<file path="src/rtl/table_scan_pkg.sv">
// Shared types and default dimensions for the table scan sequencer.
package table_scan_pkg;

  // Sequencer states
  typedef enum logic [1:0] {
    IDLE = 2'd0,
    SCAN = 2'd1,
    DONE = 2'd2
  } state_e;

  localparam int unsigned DEF_PLANES = 2;
  localparam int unsigned DEF_ROWS   = 3;
  localparam int unsigned DEF_COLS   = 4;

  // Index width for a dimension of n entries, never narrower than one bit
  function automatic int unsigned idx_w(input int unsigned n);
    return (n > 1) ? $clog2(n) : 1;
  endfunction

endpackage

</file>
<file path="src/rtl/table_scan_idx.sv">
// Plane/row/column coordinate counter with wrap and last-beat detection.
module table_scan_idx
  import table_scan_pkg::*;
#(
  parameter int unsigned PLANES = DEF_PLANES,
  parameter int unsigned ROWS   = DEF_ROWS,
  parameter int unsigned COLS   = DEF_COLS
) (
  input  logic                       clk,
  input  logic                       rst_n,
  input  logic                       load_i,
  input  logic                       single_i,
  input  logic [idx_w(PLANES)-1:0]   plane_i,
  input  logic                       adv_i,
  output logic [idx_w(PLANES)-1:0]   plane_o,
  output logic [idx_w(ROWS)-1:0]     row_o,
  output logic [idx_w(COLS)-1:0]     col_o,
  output logic                       last_c_o
);

  localparam int unsigned PW = idx_w(PLANES);
  localparam int unsigned RW = idx_w(ROWS);
  localparam int unsigned CW = idx_w(COLS);

  logic [PW-1:0] r_plane;
  logic [RW-1:0] r_row;
  logic [CW-1:0] r_col;
  logic          r_single;

  logic w_col_last;
  logic w_row_last;
  logic w_plane_last;

  assign w_col_last   = (r_col   == CW'(COLS - 1));
  assign w_row_last   = (r_row   == RW'(ROWS - 1));
  assign w_plane_last = (r_plane == PW'(PLANES - 1));

  // A single-plane scan ends at the last row of its plane
  assign last_c_o = w_col_last && w_row_last && (r_single || w_plane_last);

  assign plane_o = r_plane;
  assign row_o   = r_row;
  assign col_o   = r_col;

  // Load start coordinates, then step col fastest, then row, then plane
  always_ff @(posedge clk or negedge rst_n) begin
    if (!rst_n) begin
      r_plane  <= '0;
      r_row    <= '0;
      r_col    <= '0;
      r_single <= 1'b0;
    end else if (load_i) begin
      r_plane  <= plane_i;
      r_row    <= '0;
      r_col    <= '0;
      r_single <= single_i;
    end else if (adv_i) begin
      if (!w_col_last) begin
        r_col <= r_col + CW'(1);
      end else begin
        r_col <= '0;
        if (!w_row_last) begin
          r_row <= r_row + RW'(1);
        end else begin
          r_row   <= '0;
          r_plane <= w_plane_last ? '0 : r_plane + PW'(1);
        end
      end
    end
  end

endmodule

</file>
<file path="src/rtl/table_scan_seq.sv">
// Streams the bits of a constant 3-D table as valid/ready beats and counts ones.
// Optional feature: define TABLE_SCAN_PARITY_EN to add the parity_o output.
module table_scan_seq
  import table_scan_pkg::*;
#(
  parameter int unsigned PLANES = DEF_PLANES,
  parameter int unsigned ROWS   = DEF_ROWS,
  parameter int unsigned COLS   = DEF_COLS,
  parameter logic TABLE [PLANES-1:0][ROWS-1:0][COLS-1:0] = '{
    '{'{1'b0, 1'b1, 1'b0, 1'b1}, '{1'b0, 1'b1, 1'b1, 1'b1}, '{1'b0, 1'b1, 1'b1, 1'b1}},
    '{'{1'b0, 1'b1, 1'b1, 1'b1}, '{1'b0, 1'b1, 1'b1, 1'b1}, '{1'b0, 1'b1, 1'b1, 1'b1}}
  }
) (
  input  logic                                  clk,
  input  logic                                  rst_n,
  input  logic                                  start_i,
  input  logic                                  single_i,
  input  logic [idx_w(PLANES)-1:0]              plane_sel_i,
  input  logic                                  abort_i,
  output logic                                  out_valid_o,
  input  logic                                  out_ready_i,
  output logic                                  out_bit_o,
  output logic [idx_w(PLANES)-1:0]              out_plane_o,
  output logic [idx_w(ROWS)-1:0]                out_row_o,
  output logic [idx_w(COLS)-1:0]                out_col_o,
  output logic                                  busy_o,
  output logic                                  done_o,
  output logic [$clog2(PLANES*ROWS*COLS+1)-1:0] ones_o
`ifdef TABLE_SCAN_PARITY_EN
  ,
  output logic                                  parity_o
`endif
);

  localparam int unsigned PW = idx_w(PLANES);
  localparam int unsigned RW = idx_w(ROWS);
  localparam int unsigned CW = idx_w(COLS);
  localparam int unsigned OW = $clog2(PLANES * ROWS * COLS + 1);

  state_e        r_state;
  state_e        w_state_nxt;
  logic          w_load;
  logic          w_hs;
  logic          w_last;
  logic [PW-1:0] w_start_plane;
  logic [PW-1:0] w_plane;
  logic [RW-1:0] w_row;
  logic [CW-1:0] w_col;
  logic          r_valid;
  logic          r_busy;
  logic          r_done;
  logic [OW-1:0] r_ones;

  assign w_hs = r_valid & out_ready_i;

  // Out-of-range plane selects fall back to plane 0
  always_comb begin
    w_start_plane = '0;
    if (single_i && (32'(plane_sel_i) < PLANES)) begin
      w_start_plane = plane_sel_i;
    end
  end

  // Next-state logic; abort wins over a coincident last beat
  always_comb begin
    w_state_nxt = r_state;
    w_load      = 1'b0;
    unique case (r_state)
      IDLE: begin
        if (start_i) begin
          w_state_nxt = SCAN;
          w_load      = 1'b1;
        end
      end
      SCAN: begin
        if (abort_i) begin
          w_state_nxt = IDLE;
        end else if (w_hs && w_last) begin
          w_state_nxt = DONE;
        end
      end
      DONE: begin
        w_state_nxt = IDLE;
      end
      default: begin
        w_state_nxt = IDLE;
      end
    endcase
  end

  // State register
  always_ff @(posedge clk or negedge rst_n) begin
    if (!rst_n) begin
      r_state <= IDLE;
    end else begin
      r_state <= w_state_nxt;
    end
  end

  // Status outputs registered from the next state so they align with r_state
  always_ff @(posedge clk or negedge rst_n) begin
    if (!rst_n) begin
      r_valid <= 1'b0;
      r_busy  <= 1'b0;
      r_done  <= 1'b0;
    end else begin
      r_valid <= (w_state_nxt == SCAN);
      r_busy  <= (w_state_nxt != IDLE);
      r_done  <= (w_state_nxt == DONE);
    end
  end

  // Ones counter: cleared at start, bumps on each accepted 1-bit, holds otherwise
  always_ff @(posedge clk or negedge rst_n) begin
    if (!rst_n) begin
      r_ones <= '0;
    end else if (w_load) begin
      r_ones <= '0;
    end else if (w_hs && out_bit_o) begin
      r_ones <= r_ones + OW'(1);
    end
  end

`ifdef TABLE_SCAN_PARITY_EN
  logic r_parity;

  // Running XOR of accepted bits
  always_ff @(posedge clk or negedge rst_n) begin
    if (!rst_n) begin
      r_parity <= 1'b0;
    end else if (w_load) begin
      r_parity <= 1'b0;
    end else if (w_hs) begin
      r_parity <= r_parity ^ out_bit_o;
    end
  end

  assign parity_o = r_parity;
`endif

  table_scan_idx #(
    .PLANES (PLANES),
    .ROWS   (ROWS),
    .COLS   (COLS)
  ) u_idx (
    .clk      (clk),
    .rst_n    (rst_n),
    .load_i   (w_load),
    .single_i (single_i),
    .plane_i  (w_start_plane),
    .adv_i    (w_hs),
    .plane_o  (w_plane),
    .row_o    (w_row),
    .col_o    (w_col),
    .last_c_o (w_last)
  );

  assign out_bit_o   = TABLE[w_plane][w_row][w_col];
  assign out_plane_o = w_plane;
  assign out_row_o   = w_row;
  assign out_col_o   = w_col;
  assign out_valid_o = r_valid;
  assign busy_o      = r_busy;
  assign done_o      = r_done;
  assign ones_o      = r_ones;

endmodule

</file>
<file path="config.mk">
export PLATFORM = sky130hd
export DESIGN_NAME = table_scan_seq
export DESIGN_NICKNAME = d
export VERILOG_FILES = /design/src/rtl/table_scan_pkg.sv /design/src/rtl/table_scan_idx.sv /design/src/rtl/table_scan_seq.sv
export SDC_FILE = /design/constraint.sdc
export NUM_CORES = 1
export LEC_CHECK = 0
export BUFFER_PORTS_ARGS = -buffer_cell sky130_fd_sc_hd__buf_2
export CAP_MARGIN = 10
export CORE_MARGIN = 4
export CORE_UTILIZATION = 44
export CTS_CLUSTER_DIAMETER = 80
export CTS_CLUSTER_SIZE = 28
export DETAILED_ROUTE_END_ITERATION = 16
export HOLD_SLACK_MARGIN = 0.15
export PLACE_DENSITY = 0.8
export SYNTH_ARGS = -nofsm -noshare
export SYNTH_HDL_FRONTEND = slang
export SYNTH_HIERARCHICAL = 1
export SYNTH_SLANG_ARGS = --single-unit
</file>
<file path="constraint.sdc">
create_clock -name clk -period 1.42 [get_ports clk]
set_input_delay 0.284 -clock clk [delete_from_list [all_inputs] [get_ports clk]]
set_output_delay 0.284 -clock clk [all_outputs]
set_load 0.005 [all_outputs]
</file>
Word-level counts from Yosys, hierarchy flattened:

Index checks and enable logic that the tools add are counted.

* add/sub/neg operators: 4
* $mul: 0
* div/mod/pow operators: 0
* magnitude comparators: 3
* eq/ne operators: 5
* shift operators: 0
* muxes and demuxes: 27
* bitwise operators: 1
* reductions and logical operators: 13

Operators with widths (count)
* 2-to-1 mux 2 bit: 10
* 2-to-1 mux 12 bit: 1
* 2-to-1 mux 10 bit: 1
* 2-to-1 mux 5 bit: 2
* nonzero test 2 bit: 5
* 2-to-1 mux 1 bit: 9
* binary-select mux 4 bit (select 2 bit): 1
* equality test 2 bit, second input constant: 3
* less-than comparator 2 x 3 -> 1 bit, second input constant: 2
* adder 5 x 1 -> 5 bit, second input constant: 1
* adder 2 x 1 -> 2 bit, second input constant: 2
* equality test 2 x 1 -> 1 bit, second input constant: 2
* logical AND 1 bit: 4
* 2-to-1 mux 4 bit: 1
* one-hot mux 2 bit (2 select lines): 1
* AND reduction 3 bit: 1
* binary-select mux 1 bit (select 2 bit): 1
* zero test 2 bit: 1
* less-than comparator 1 x 2 -> 1 bit, second input constant: 1
* AND reduction 2 bit: 1
* adder 1 bit, second input constant: 1
* AND 1 bit: 1
* logical OR 1 bit: 1

* register bits: 16
* latch bits: 0
* memory bits (writable): 0
* memory bits (read-only): 0
* input port bits: 7
* output and inout bits: 14
* word-level logic and storage cells: 62
* memories: 0

Logic depth before layout (Yosys ltp):

* depth after elaboration: 9
* depth in mapped cells: 5
* gate-level depth less buffers: 5

Hierarchy:

The synthesis kept the hierarchy.

Modules (own cells, without submodules)
* table_scan_seq: times used 1, cells each 45, area each 481.7 um^2, seq. area each 250.2 um^2
* table_scan_idx: times used 1, cells each 26, area each 284.0 um^2, seq. area each 150.1 um^2

Worst setup path before layout:

Ideal clock, no wire load.

* path kind: register to register
* start: reg r_state[1]
* end: reg u_idx.r_single
* library setup time: 0.125 ns
* arrival time: 1.352 ns
* data required time: 1.295 ns
* slack: -0.057 ns
* cell stages (with the launch flop): 5
* buffers on the path: 1
* clock period less this slack: 1.477 ns
* path through: dfrtp_1 > or3b_1 > buf_2 > inv_2 > mux2_2

* cells in the longest elaborated chain, start to end: 2

RTL lines
* start, declared: line table_scan_seq.sv:40 `state_e r_state;`
* start signal, assigned: line table_scan_seq.sv:96 `r_state <= w_state_nxt;`
* zero test 2 bit: line table_scan_seq.sv:68 `unique case (r_state)`
* 2-to-1 mux 1 bit: line table_scan_seq.sv:68
* via w_load: line table_scan_seq.sv:42 `logic w_load;`
* end signal, assigned: line table_scan_idx.sv:56 `r_single <= single_i;`
* end, declared: line table_scan_idx.sv:28 `logic r_single;`

The timed path passes the listed nets, and every way through them passes these cells.
A chain may end at the register's enable or synchronous reset.

Worst setup path in the final report:

* start: reg u_idx.r_col[0] (netlist: u_idx/col_o[0])
* end: out out_bit_o

* cells in the longest elaborated chain, start to end: 2

RTL lines
* start, declared: line table_scan_idx.sv:27 `logic [CW-1:0] r_col;`
* start signal, assigned: line table_scan_idx.sv:59 `r_col <= r_col + CW'(1);`
* binary-select mux 1 bit (select 2 bit): line table_scan_seq.sv:158 `assign out_bit_o = TABLE[w_plane][w_row][w_col];`
* 2-to-1 mux 1 bit (implied by the code): line table_scan_seq.sv:158
* end, declared: line table_scan_seq.sv:22 `output logic out_bit_o,`

No other way between the ends. The select of a mux whose other input is x is not followed.

==> flow_metrics.py <==
metrics = {
    "timing": {
        "max_slew_margin_pct": 76.1,
        "max_freq_mhz": 672,
        "setup_viol": 4,
        "hold_ws_ns": 0.255,
        "hold_viol": 0,
        "rsz0062_at_grt": "yes",
        "clock-skew-final_ns": 0.00524,
        "tightest_slew_ns": 0.358,
        "period_share_pct": 105,
        "drv_slew": 0,
        "setup_slack_ns": -0.0677,
        "period_minus_slack_ns": 1.49,
    },
    "place": {
        "placed_cell_area_um2": 961,
        "gp_congestion": 0.722,
        "hpwl_mm": 1.17,
        "place_ws_ns": 0.0194,
        "portBuffers": 20,
    },
    "final_layout": {
        "drive_above_1_share_pct": 42.6,
        "diodes": 0,
        "fin_util_pct": 67.3,
        "area.growth.synth_to_final_pct": 38.6,
        "fillers": 121,
        "stdcell_area_um2": 1060,
        "regArea_um2": 400,
        "nNetsFinal": 118,
        "layout_common_cells": "20 x buf_2, 16 x dfrtp_1, 12 x buf_4",
        "final_common_cell": "buf_2",
        "multi_input_area_um2": 380,
    },
    "power_and_ir_drop": {
        "switchingPower_w": 0.000402,
        "switching_share_pct": 30.8,
        "ir_drop_mv": 0.632,
        "power_frac_clock_pct": 22.6,
        "p_int_w": 0.000905,
        "seqPwrFrac_pct": 45.0,
        "p_comb_share_pct": 32.4,
        "cellLeakagePower_nw": 0.557,
        "p_per_area_nw_per_um2": 1230,
    },
    "global_routing": {
        "antenna_found_initial": 0,
        "grt_usage_pct": 13.8,
        "grt_first_pass_wirelength_mm": 2.64,
        "grt_max_degree": 17,
        "grt.overflow.total": 0,
        "grt_pass1_vias": 615,
    },
    "routing": {
        "ant_nets": 0,
        "highest_layer": "met4",
        "dr_total_vias": 644,
        "routed_via_density": 5.19,
        "drt_iter0_drc": 13,
        "routedWlPerCell_um": 13.6,
        "wl_met1_um": 729,
        "routed_wl_mm": 1.69,
        "met3_length_um": 78,
        "drc": 0,
        "wl_met2_um": 868,
        "firstDrtPassIters": 4,
    },
    "critical_path": {
        "r2r_start": "u_idx/col_o[0]",
        "cp-end-kind": "output pin",
        "worstPathMaxFanout": 4,
        "critPathLaunchType": "flop",
        "crit_arrival_ns": 1.20,
        "crit_type": "reg -> out",
        "required_ns": 1.14,
        "startpoint": "u_idx/col_o[0]",
    },
    "yosys": {
        "ys_types": 27,
        "ys.warnings.count": 6,
        "synth_nets": 80,
        "synthCells": 71,
        "syn_avg_cell_area_um2": 10.8,
        "seq_area_frac_synth_pct": 52.3,
        "synth_seq_cells": 16,
        "synthArstFlopShare_pct": 100,
        "ys.flop_type": "dfrtp_1",
        "synth_edf_count": 0,
        "syn_area_um2": 766,
    },
    "clocking": {
        "cts.path.max_buffers": 2,
        "worstSkewPairLatency_ns": 0.28,
        "cts-buffers-inserted": 3,
        "cts.sinks": 16,
        "path_clk_slew_ns": 0.09,
        "htreeDepth": 1,
        "cts-root-buf": "clkbuf_4",
        "cts_tree": "built",
    },
    "min_path": {
        "hold_start": "single_i",
        "min_path_type": "in -> reg",
    },
    "floorplanning": {
        "start_util_pct": 48.6,
        "die_area_um2": 2470,
        "rows": 14,
        "die_h_um": 49.7,
        "io_pins": 21,
        "die_width_um": 49.7,
        "core_region_area_um2": 1580,
    },
    "status": {
        "violations": "negative setup slack",
        "status": "complete, but fails checks",
    },
    "run": {
        "drv_cap": 0,
    },
}
## final cells by class
type / instances / area share, %
Clock buffer: 4 / 3.42
Inverter: 2 / 1.18
Multi-Input combinational cell: 52 / 35.8
Sequential cell: 16 / 37.7
Tap cell: 16 / 1.89
Timing Repair Buffer: 34 / 19.9
## routing by layer
metal	vias to the layer above	global-route usage, %
met4	0	4.15
li1	324	-
met3	2	3.61
met2	15	22.2
met1	303	18.1
met5	-	0
## worst max-delay path, stage by stage (launching register included)
cell and delay [ns]:
dfrtp_1 0.43, a21o_1 0.22, a22oi_1 0.13, buf_2 0.14
## worst paths after layout
path | endpoint | slack, ns | depth (start not counted)
setup / recovery | out_bit_o | -0.07 | 3
hold / removal | u_idx/r_single | 0.25 | 2
setup reg to reg | ones_o[0] | -0.04 | 5
hold reg to reg | u_idx/r_single | 0.53 | 1
max in group asynchronous | r_state[1] | 0.73 | 2
min in group asynchronous | ones_o[0] | 0.43 | 2
## what timing repair did
action | CTS | global route
hold buffers | 1 | 0
hold endpoints to repair | 16 | 0
setup buffers | 0 | 3
gates resized for setup | 0 | 8
endpoints found under the setup margin | 1 | 9
pin swaps | 0 | 3
## power by group through the flow
stage | clock network, W | logic (W) | registers, W
after global routing | 0.000327 | 0.000474 | 0.000598
after CTS | 0.000306 | 0.000356 | 0.000587
after floorplan | 0 | 0.000169 | 0.000608
after detailed placement | 0 | 0.000352 | 0.000596
after global placement | 0 | 0.000342 | 0.000593
final | 0.000295 | 0.000424 | 0.000588
## logic make-up (layout without fill, tap and decap cells)
family / after synthesis / count (layout) / share of synthesized area [%]
flops: 16 / 16 / 52.3
fa+ha+maj: 2 / 2 / 3.27
buf+inv: 3 / 40 / 1.63
xor+xnor: 2 / 2 / 2.29
mux: 6 / 6 / 8.01
compound gates: 11 / 11 / 11.8
simple gates: 31 / 31 / 20.8
## state kept, by name (all words and copies together) (netlist names)
register / count
u_idx/plane_o: 1
out_valid_o: 1
done_o: 1
u_idx/row_o: 2
u_idx/r_single: 1
r_state: 2
ones_o: 5
busy_o: 1
u_idx/col_o: 2
## Yosys cell counts, types with 2 or more instances
cell | instances | area (um2)
ha_1 | 2 | 25.0
o21a_1 | 2 | 15.0
dfrtp_1 | 16 | 400
a21oi_1 | 3 | 15.0
nand4b_1 | 2 | 17.5
mux2i_1 | 5 | 50.1
nor3_1 | 2 | 10.0
nor2_1 | 8 | 30.0
nand2_1 | 9 | 33.8
nand2b_1 | 4 | 25.0
nand4_1 | 2 | 12.5
## through the flow
stage / total power (W) / setup TNS (ns) / std cells
floorplan: 0.000777 / 0 / 71
global placement: 0.000934 / 0 / 116
detailed placement: 0.000948 / 0 / 116
CTS: 0.00125 / -0.0665 / 121
global route: 0.00140 / -0.624 / 124
finish: 0.00131 / -0.168 / 124
Note: power is estimated with default switching activity, not from simulation.
